## src/rtl/bu_pkg.sv

```systemverilog
// Shared types and constants for the execute-stage branch unit and its condition evaluator.
package bu_pkg;

    typedef enum logic [1:0] {
        BU_NONE   = 2'd0,
        BU_BRANCH = 2'd1,
        BU_JAL    = 2'd2,
        BU_JALR   = 2'd3
    } bu_op_t;

    typedef enum logic {
        ST_RUN      = 1'b0,
        ST_REDIRECT = 1'b1
    } bu_state_t;

    localparam logic [2:0] F3_BEQ  = 3'b000;
    localparam logic [2:0] F3_BNE  = 3'b001;
    localparam logic [2:0] F3_BLT  = 3'b100;
    localparam logic [2:0] F3_BGE  = 3'b101;
    localparam logic [2:0] F3_BLTU = 3'b110;
    localparam logic [2:0] F3_BGEU = 3'b111;

    localparam int LINK_OFFSET = 4;

endpackage

```

## src/rtl/branch_cond.sv

```systemverilog
// Combinational RV32I branch condition evaluator: (funct3, rs1, rs2) -> taken.
module branch_cond
    import bu_pkg::*;
#(
    parameter int XLEN = 32
) (
    input  logic [2:0]      funct3,
    input  logic [XLEN-1:0] rs1,
    input  logic [XLEN-1:0] rs2,
    output logic            taken
);

    always_comb begin
        taken = 1'b0;
        case (funct3)
            F3_BEQ:  taken = (rs1 == rs2);
            F3_BNE:  taken = (rs1 != rs2);
            F3_BLT:  taken = ($signed(rs1) <  $signed(rs2));
            F3_BGE:  taken = ($signed(rs1) >= $signed(rs2));
            F3_BLTU: taken = (rs1 <  rs2);
            F3_BGEU: taken = (rs1 >= rs2);
            // 010/011 are reserved encodings: quietly not taken
            default: taken = 1'b0;
        endcase
    end

endmodule

```

## src/rtl/branch_unit.sv

```systemverilog
// Execute-stage control-transfer unit: evaluates BRANCH/JAL/JALR, registers the result
// toward writeback and holds a fetch redirect. RV_BU_RVC_EN relaxes alignment to 2 bytes.
//
// state       | meaning
// ST_RUN      | accepting micro-ops, no redirect outstanding
// ST_REDIRECT | redirect_valid held until fetch takes it; no new ops accepted
module branch_unit
    import bu_pkg::*;
#(
    parameter int XLEN           = 32,
    parameter int RESET_PC_ALIGN = 2
) (
    input  logic            clk,
    input  logic            rst_n,
    input  logic            flush,
    input  logic            in_valid,
    output logic            in_ready,
    input  logic [1:0]      in_op,
    input  logic [2:0]      in_funct3,
    input  logic [XLEN-1:0] in_pc,
    input  logic [XLEN-1:0] in_rs1,
    input  logic [XLEN-1:0] in_rs2,
    input  logic [XLEN-1:0] in_imm,
    output logic            out_valid,
    input  logic            out_ready,
    output logic [XLEN-1:0] out_link,
    output logic            out_taken,
    output logic            out_misalign,
    output logic            redirect_valid,
    output logic [XLEN-1:0] redirect_pc,
    input  logic            redirect_ready
);

`ifdef RV_BU_RVC_EN
    localparam int ALIGN_BITS = 1;
`else
    localparam int ALIGN_BITS = RESET_PC_ALIGN;
`endif
    localparam logic [XLEN-1:0] ALIGN_MASK = XLEN'((64'd1 << ALIGN_BITS) - 64'd1);
    localparam logic [XLEN-1:0] JALR_MASK  = ~XLEN'(1);

    bu_state_t       state_q, state_d;
    logic            out_valid_q, out_valid_d;
    logic            out_taken_q, out_taken_d;
    logic            out_misalign_q, out_misalign_d;
    logic [XLEN-1:0] out_link_q, out_link_d;
    logic            redirect_valid_q, redirect_valid_d;
    logic [XLEN-1:0] redirect_pc_q, redirect_pc_d;

    bu_op_t          op;
    logic            cond_taken;
    logic            taken;
    logic [XLEN-1:0] tgt_base;
    logic [XLEN-1:0] tgt_sum;
    logic [XLEN-1:0] target;
    logic [XLEN-1:0] link;
    logic            misalign;
    logic            accept;

    assign op = bu_op_t'(in_op);

    branch_cond #(.XLEN(XLEN)) u_cond (
        .funct3 (in_funct3),
        .rs1    (in_rs1),
        .rs2    (in_rs2),
        .taken  (cond_taken)
    );

    always_comb begin
        taken = 1'b0;
        case (op)
            BU_BRANCH: taken = cond_taken;
            BU_JAL:    taken = 1'b1;
            BU_JALR:   taken = 1'b1;
            default:   taken = 1'b0;
        endcase
    end

    // One shared adder: JALR adds to rs1, everything else to the pc
    assign tgt_base = (op == BU_JALR) ? in_rs1 : in_pc;
    assign tgt_sum  = tgt_base + in_imm;
    assign target   = (op == BU_JALR) ? (tgt_sum & JALR_MASK) : tgt_sum;
    assign link     = in_pc + XLEN'(LINK_OFFSET);
    assign misalign = taken && ((target & ALIGN_MASK) != '0);

    assign in_ready = (state_q == ST_RUN) && (!out_valid_q || out_ready) && !flush;
    assign accept   = in_valid && in_ready;

    always_comb begin
        state_d          = state_q;
        out_valid_d      = out_valid_q;
        out_taken_d      = out_taken_q;
        out_misalign_d   = out_misalign_q;
        out_link_d       = out_link_q;
        redirect_valid_d = redirect_valid_q;
        redirect_pc_d    = redirect_pc_q;

        if (flush) begin
            out_valid_d      = 1'b0;
            redirect_valid_d = 1'b0;
            state_d          = ST_RUN;
        end else begin
            if (accept) begin
                out_valid_d    = 1'b1;
                out_taken_d    = taken;
                out_misalign_d = misalign;
                out_link_d     = link;
            end else if (out_ready) begin
                out_valid_d = 1'b0;
            end

            case (state_q)
                ST_RUN: begin
                    if (accept && taken && !misalign) begin
                        state_d          = ST_REDIRECT;
                        redirect_valid_d = 1'b1;
                        redirect_pc_d    = target;
                    end
                end
                ST_REDIRECT: begin
                    if (redirect_ready) begin
                        state_d          = ST_RUN;
                        redirect_valid_d = 1'b0;
                    end
                end
                default: begin
                    state_d          = ST_RUN;
                    redirect_valid_d = 1'b0;
                end
            endcase
        end
    end

    always_ff @(posedge clk or negedge rst_n) begin
        if (!rst_n) begin
            state_q          <= ST_RUN;
            out_valid_q      <= 1'b0;
            out_taken_q      <= 1'b0;
            out_misalign_q   <= 1'b0;
            out_link_q       <= '0;
            redirect_valid_q <= 1'b0;
            redirect_pc_q    <= '0;
        end else begin
            state_q          <= state_d;
            out_valid_q      <= out_valid_d;
            out_taken_q      <= out_taken_d;
            out_misalign_q   <= out_misalign_d;
            out_link_q       <= out_link_d;
            redirect_valid_q <= redirect_valid_d;
            redirect_pc_q    <= redirect_pc_d;
        end
    end

    assign out_valid      = out_valid_q;
    assign out_taken      = out_taken_q;
    assign out_misalign   = out_misalign_q;
    assign out_link       = out_link_q;
    assign redirect_valid = redirect_valid_q;
    assign redirect_pc    = redirect_pc_q;

endmodule

```

## config.mk

```make
export PLATFORM = sky130hd
export DESIGN_NAME = branch_unit
export DESIGN_NICKNAME = d
export VERILOG_FILES = /design/src/rtl/bu_pkg.sv /design/src/rtl/branch_cond.sv /design/src/rtl/branch_unit.sv
export SDC_FILE = /design/constraint.sdc
export NUM_CORES = 1
export LEC_CHECK = 0
export BUFFER_PORTS_ARGS = -buffer_cell sky130_fd_sc_hd__buf_2
export CORE_MARGIN = 4
export CORE_UTILIZATION = 40
export CTS_CLUSTER_DIAMETER = 100
export CTS_CLUSTER_SIZE = 24
export DETAILED_ROUTE_END_ITERATION = 16
export PLACE_DENSITY = 0.72
export SKIP_CTS_REPAIR_TIMING = 1
export SYNTH_ARGS = -nofsm -noshare
export SYNTH_HDL_FRONTEND = slang
export SYNTH_SLANG_ARGS = --single-unit
```

## constraint.sdc

```tcl
create_clock -name clk -period 2.5 [get_ports clk]
set_input_delay 0 -clock clk [delete_from_list [all_inputs] [get_ports clk]]
set_output_delay 0 -clock clk [all_outputs]
set_load 0.02 [all_outputs]
```

==> flow_summary.json <==
{
  "power.share.clock_pct": 23.1,
  "setup_viol": 8,
  "drt_first_pass_iters": 5,
  "drive_gt1_share_pct": 48.4,
  "ys_seq_elements": 69,
  "wl_met2_um": 9420,
  "wirelength_um": 19600,
  "drc_errors": 0,
  "ctsLongestPathBuffers": 2,
  "skew_ns": 0.00955,
  "cp.arrival_ns": 2.76,
  "fin_crit_sh_pct": 101,
  "cts_sinks": 69,
  "dp_cells": 1138,
  "seq_area_frac_synth_pct": 29.7,
  "antenna_found_initial": 4,
  "critPathKind": "in2reg",
  "power_frac_seq_pct": 29.4,
  "placementRows": 43,
  "layout_min_cycle_time_ns": 2.52,
  "crit_path_end_kind": "flip-flop",
  "r2r_cells": 7,
  "drtIter0Drc": 314,
  "relSlewSlack_pct": 40.4,
  "ioPinCount": 208,
  "gp_congestion": 0.962,
  "finalHoldViolCount": 6,
  "max_stage_delay_ns": 0.42,
  "netlist_instances": 643,
  "syn-num-nets": 847,
  "grt_pass1_wl_um": 28600,
  "whs_ns": -0.0184,
  "path_buf_inv": 3,
  "startpoint_type": "primary input",
  "vias": 6038,
  "cp.depth": 13,
  "tightest_slew_ns": 0.895,
  "cp_cell_sequence": "buf_2 -> ha_1 -> nand4_1 -> and4bb_2 -> nand3_2 -> and3b_1 -> o211ai_1 -> nand2_1 -> o31a_1 -> nor3b_4 -> buf_4 -> buf_12 -> mux2_2",
  "fin_tns_setup_ns": -0.119,
  "crit_family": "simple AND/OR/NAND/NOR gates",
  "rsz0062_at_grt": "yes",
  "die_h_um": 128,
  "placed_cell_area_um2": 8200,
  "hold_path.class": "in2reg",
  "fin_nets": 1190,
  "cp_slowest_cell": "and4bb_2",
  "swShare_pct": 36.9,
  "port_buffers": 207,
  "ys_warn_count": 0,
  "initial_utilization_pct": 41.3,
  "violations": "negative hold slack, negative setup slack",
  "ys_async_sr_fraction_pct": 100,
  "core_area_um2": 14000,
  "fin_cells": 1172,
  "via_per_inst": 5.15,
  "cts_tree": "built",
  "fmax_ghz": 0.396,
  "cts_made_buffers": 9,
  "max-cap-violations": 0,
  "yosys_most_used_dff": "dfrtp_1",
  "hpwlAfterDp_um": 15300,
  "yosysUniqueCellTypes": 53,
  "wl_met3_um": 1100,
  "status": "finished, violations left",
  "path_clk_slew_ns": 0.06,
  "p_comb_share_pct": 47.4,
  "root_buffer": "clkbuf_16",
  "dieWidth_um": 128,
  "required_ns": 2.73,
  "powerDensity_nw_per_um2": 627,
  "avgSynthCellArea_um2": 9.03,
  "cellLeakagePower_nw": 4.48,
  "finalMaxSlewViolations": 0,
  "p_switching_mw": 2.08,
  "path_max_fanout": 17,
  "hold_depth": 3,
  "grt_max_degree": 70,
  "finalInstanceArea_um2": 9020,
  "syn_to_final_growth_pct": 55.3,
  "synth_edf_count": 0,
  "dieArea_um2": 16500,
  "clk_latency_ns": 0.35,
  "grt_pass1_vias": 5756,
  "drtAntennaViolNets": 0,
  "wl_met1_um": 8600,
  "overflow": 0,
  "track_usage_pct": 22.0,
  "p_int_mw": 3.57,
  "netlist_area_um2": 5810,
  "vdd_drop_max_mv": 0.552,
  "highest_layer": "met5",
  "worst_slack_ns": -0.0241,
  "wl_per_cell_um": 16.7,
  "fillers": 1152,
  "htreeDepth": 3
}
state kept, by name (all words and copies together), names as in the netlist:
| register | flops |
|---|---|
| out_misalign | 1 |
| out_valid | 1 |
| out_link | 32 |
| state_q | 1 |
| redirect_valid | 1 |
| redirect_pc | 32 |
| out_taken | 1 |
worst register-to-register path, stage by stage, from the launching register on:
cell and delay (ns):
dfrtp_1 0.36, nor2b_1 0.15, nor3_2 0.21, nand2_2 0.13, nor3b_4 0.21, buf_4 0.15, buf_12 0.17, mux2_2 0.36
metrics by stage:
step	hold WS [ns]	utilization, %	power (mW)	setup slack [ns]
after floorplan	-0.296	-	3.15	-0.204
after global placement	0.189	58.4	4.14	-0.470
after detailed placement	0.191	58.4	4.18	-0.537
after CTS	-0.171	60.5	5.51	-0.184
after global routing	0.00327	64.2	5.98	-0.166
final	-0.0184	64.2	5.65	-0.0241
per-layer routing:
layer | track usage (%) | vias up
met5 | 0 | -
li1 | - | 3017
met2 | 35.2 | 174
met4 | 8.80 | 4
met3 | 3.74 | 29
met1 | 29.7 | 2814
cell type report:
class	instances	area, um2	share of cell area (%)
clock buffer	11	253	2.80
clock inverter	4	47.5	0.527
inverter	47	181	2.01
multi-input combinational	514	4380	48.6
tap	180	225	2.50
timing repair buffer	345	2200	24.4
antenna	2	5.00	0.0555
sequential	69	1730	19.1
power by group through the flow:
| stage | Clock, mW | Combinational [mW] | Sequential, mW |
|---|---|---|---|
| 2_1_floorplan | 0 | 1.05 | 2.10 |
| 3_3_place_gp | 0 | 2.48 | 1.66 |
| 3_5_place_dp | 0 | 2.50 | 1.68 |
| 4_1_cts | 1.32 | 2.52 | 1.66 |
| 5_1_grt | 1.37 | 2.90 | 1.71 |
| 6_report | 1.31 | 2.68 | 1.66 |
cells in the final DEF (no fill, tap or decap), drive strengths merged, types with 3 or more instances in the layout:
cell type and instances:
a211oi 4, a21boi 3, a21o 15, a21oi 38
a31o 4, and3 5, and4 6, buf 341
clkbuf 12, dfrtp 69, dlygate4sd3 3, ha 64
inv 47, mux2 63, mux2i 3, nand2 63
nand3 19, nand4 16, nor2 43, nor2b 5
nor3 14, o211ai 7, o21a 5, o21ai 49
xnor2 31, xor2 22
synth_stat cells (all sizes together), types with 14 or more instances:
| library cell | count | area (um2) |
|---|---|---|
| a21o | 15 | 113 |
| a21oi | 38 | 190 |
| dfrtp | 69 | 1730 |
| ha | 64 | 801 |
| inv | 47 | 176 |
| mux2 | 63 | 709 |
| nand2 | 62 | 233 |
| nand3 | 19 | 95.1 |
| nand4 | 16 | 100 |
| nor2 | 43 | 161 |
| nor3 | 14 | 70.1 |
| o21ai | 49 | 245 |
| xnor2 | 31 | 272 |
| xor2 | 22 | 193 |
final timing paths:
path	startpoint	to	slack (ns)
max	in_rs1[26]	redirect_pc[31]$_DFFE_PN0P_	-0.02
min	in_pc[28]	out_link[28]$_DFFE_PN0P_	-0.02
max reg2reg	out_valid$_DFFE_PN0P_	redirect_pc[31]$_DFFE_PN0P_	0.66
min reg2reg	out_link[6]$_DFFE_PN0P_	out_link[6]$_DFFE_PN0P_	0.47
max in group asynchronous	rst_n	out_link[20]$_DFFE_PN0P_	1.58
min in group asynchronous	rst_n	redirect_pc[6]$_DFFE_PN0P_	0.33
cell families (layout without fill, tap and decap cells):
family | after synthesis | after routing | synth area share (%)
AOI/OAI and AO/OA | 147 | 147 | 15.8
buffers and inverters | 61 | 407 | 4.27
xor gates and xnor gates | 53 | 53 | 8.00
muxes | 66 | 66 | 12.7
and+or+nand+nor | 182 | 183 | 15.3
DFF | 69 | 69 | 29.7
adders and majority gates | 65 | 65 | 14.1
other | 0 | 2 | 0
Power figures use the tool's default switching activity.
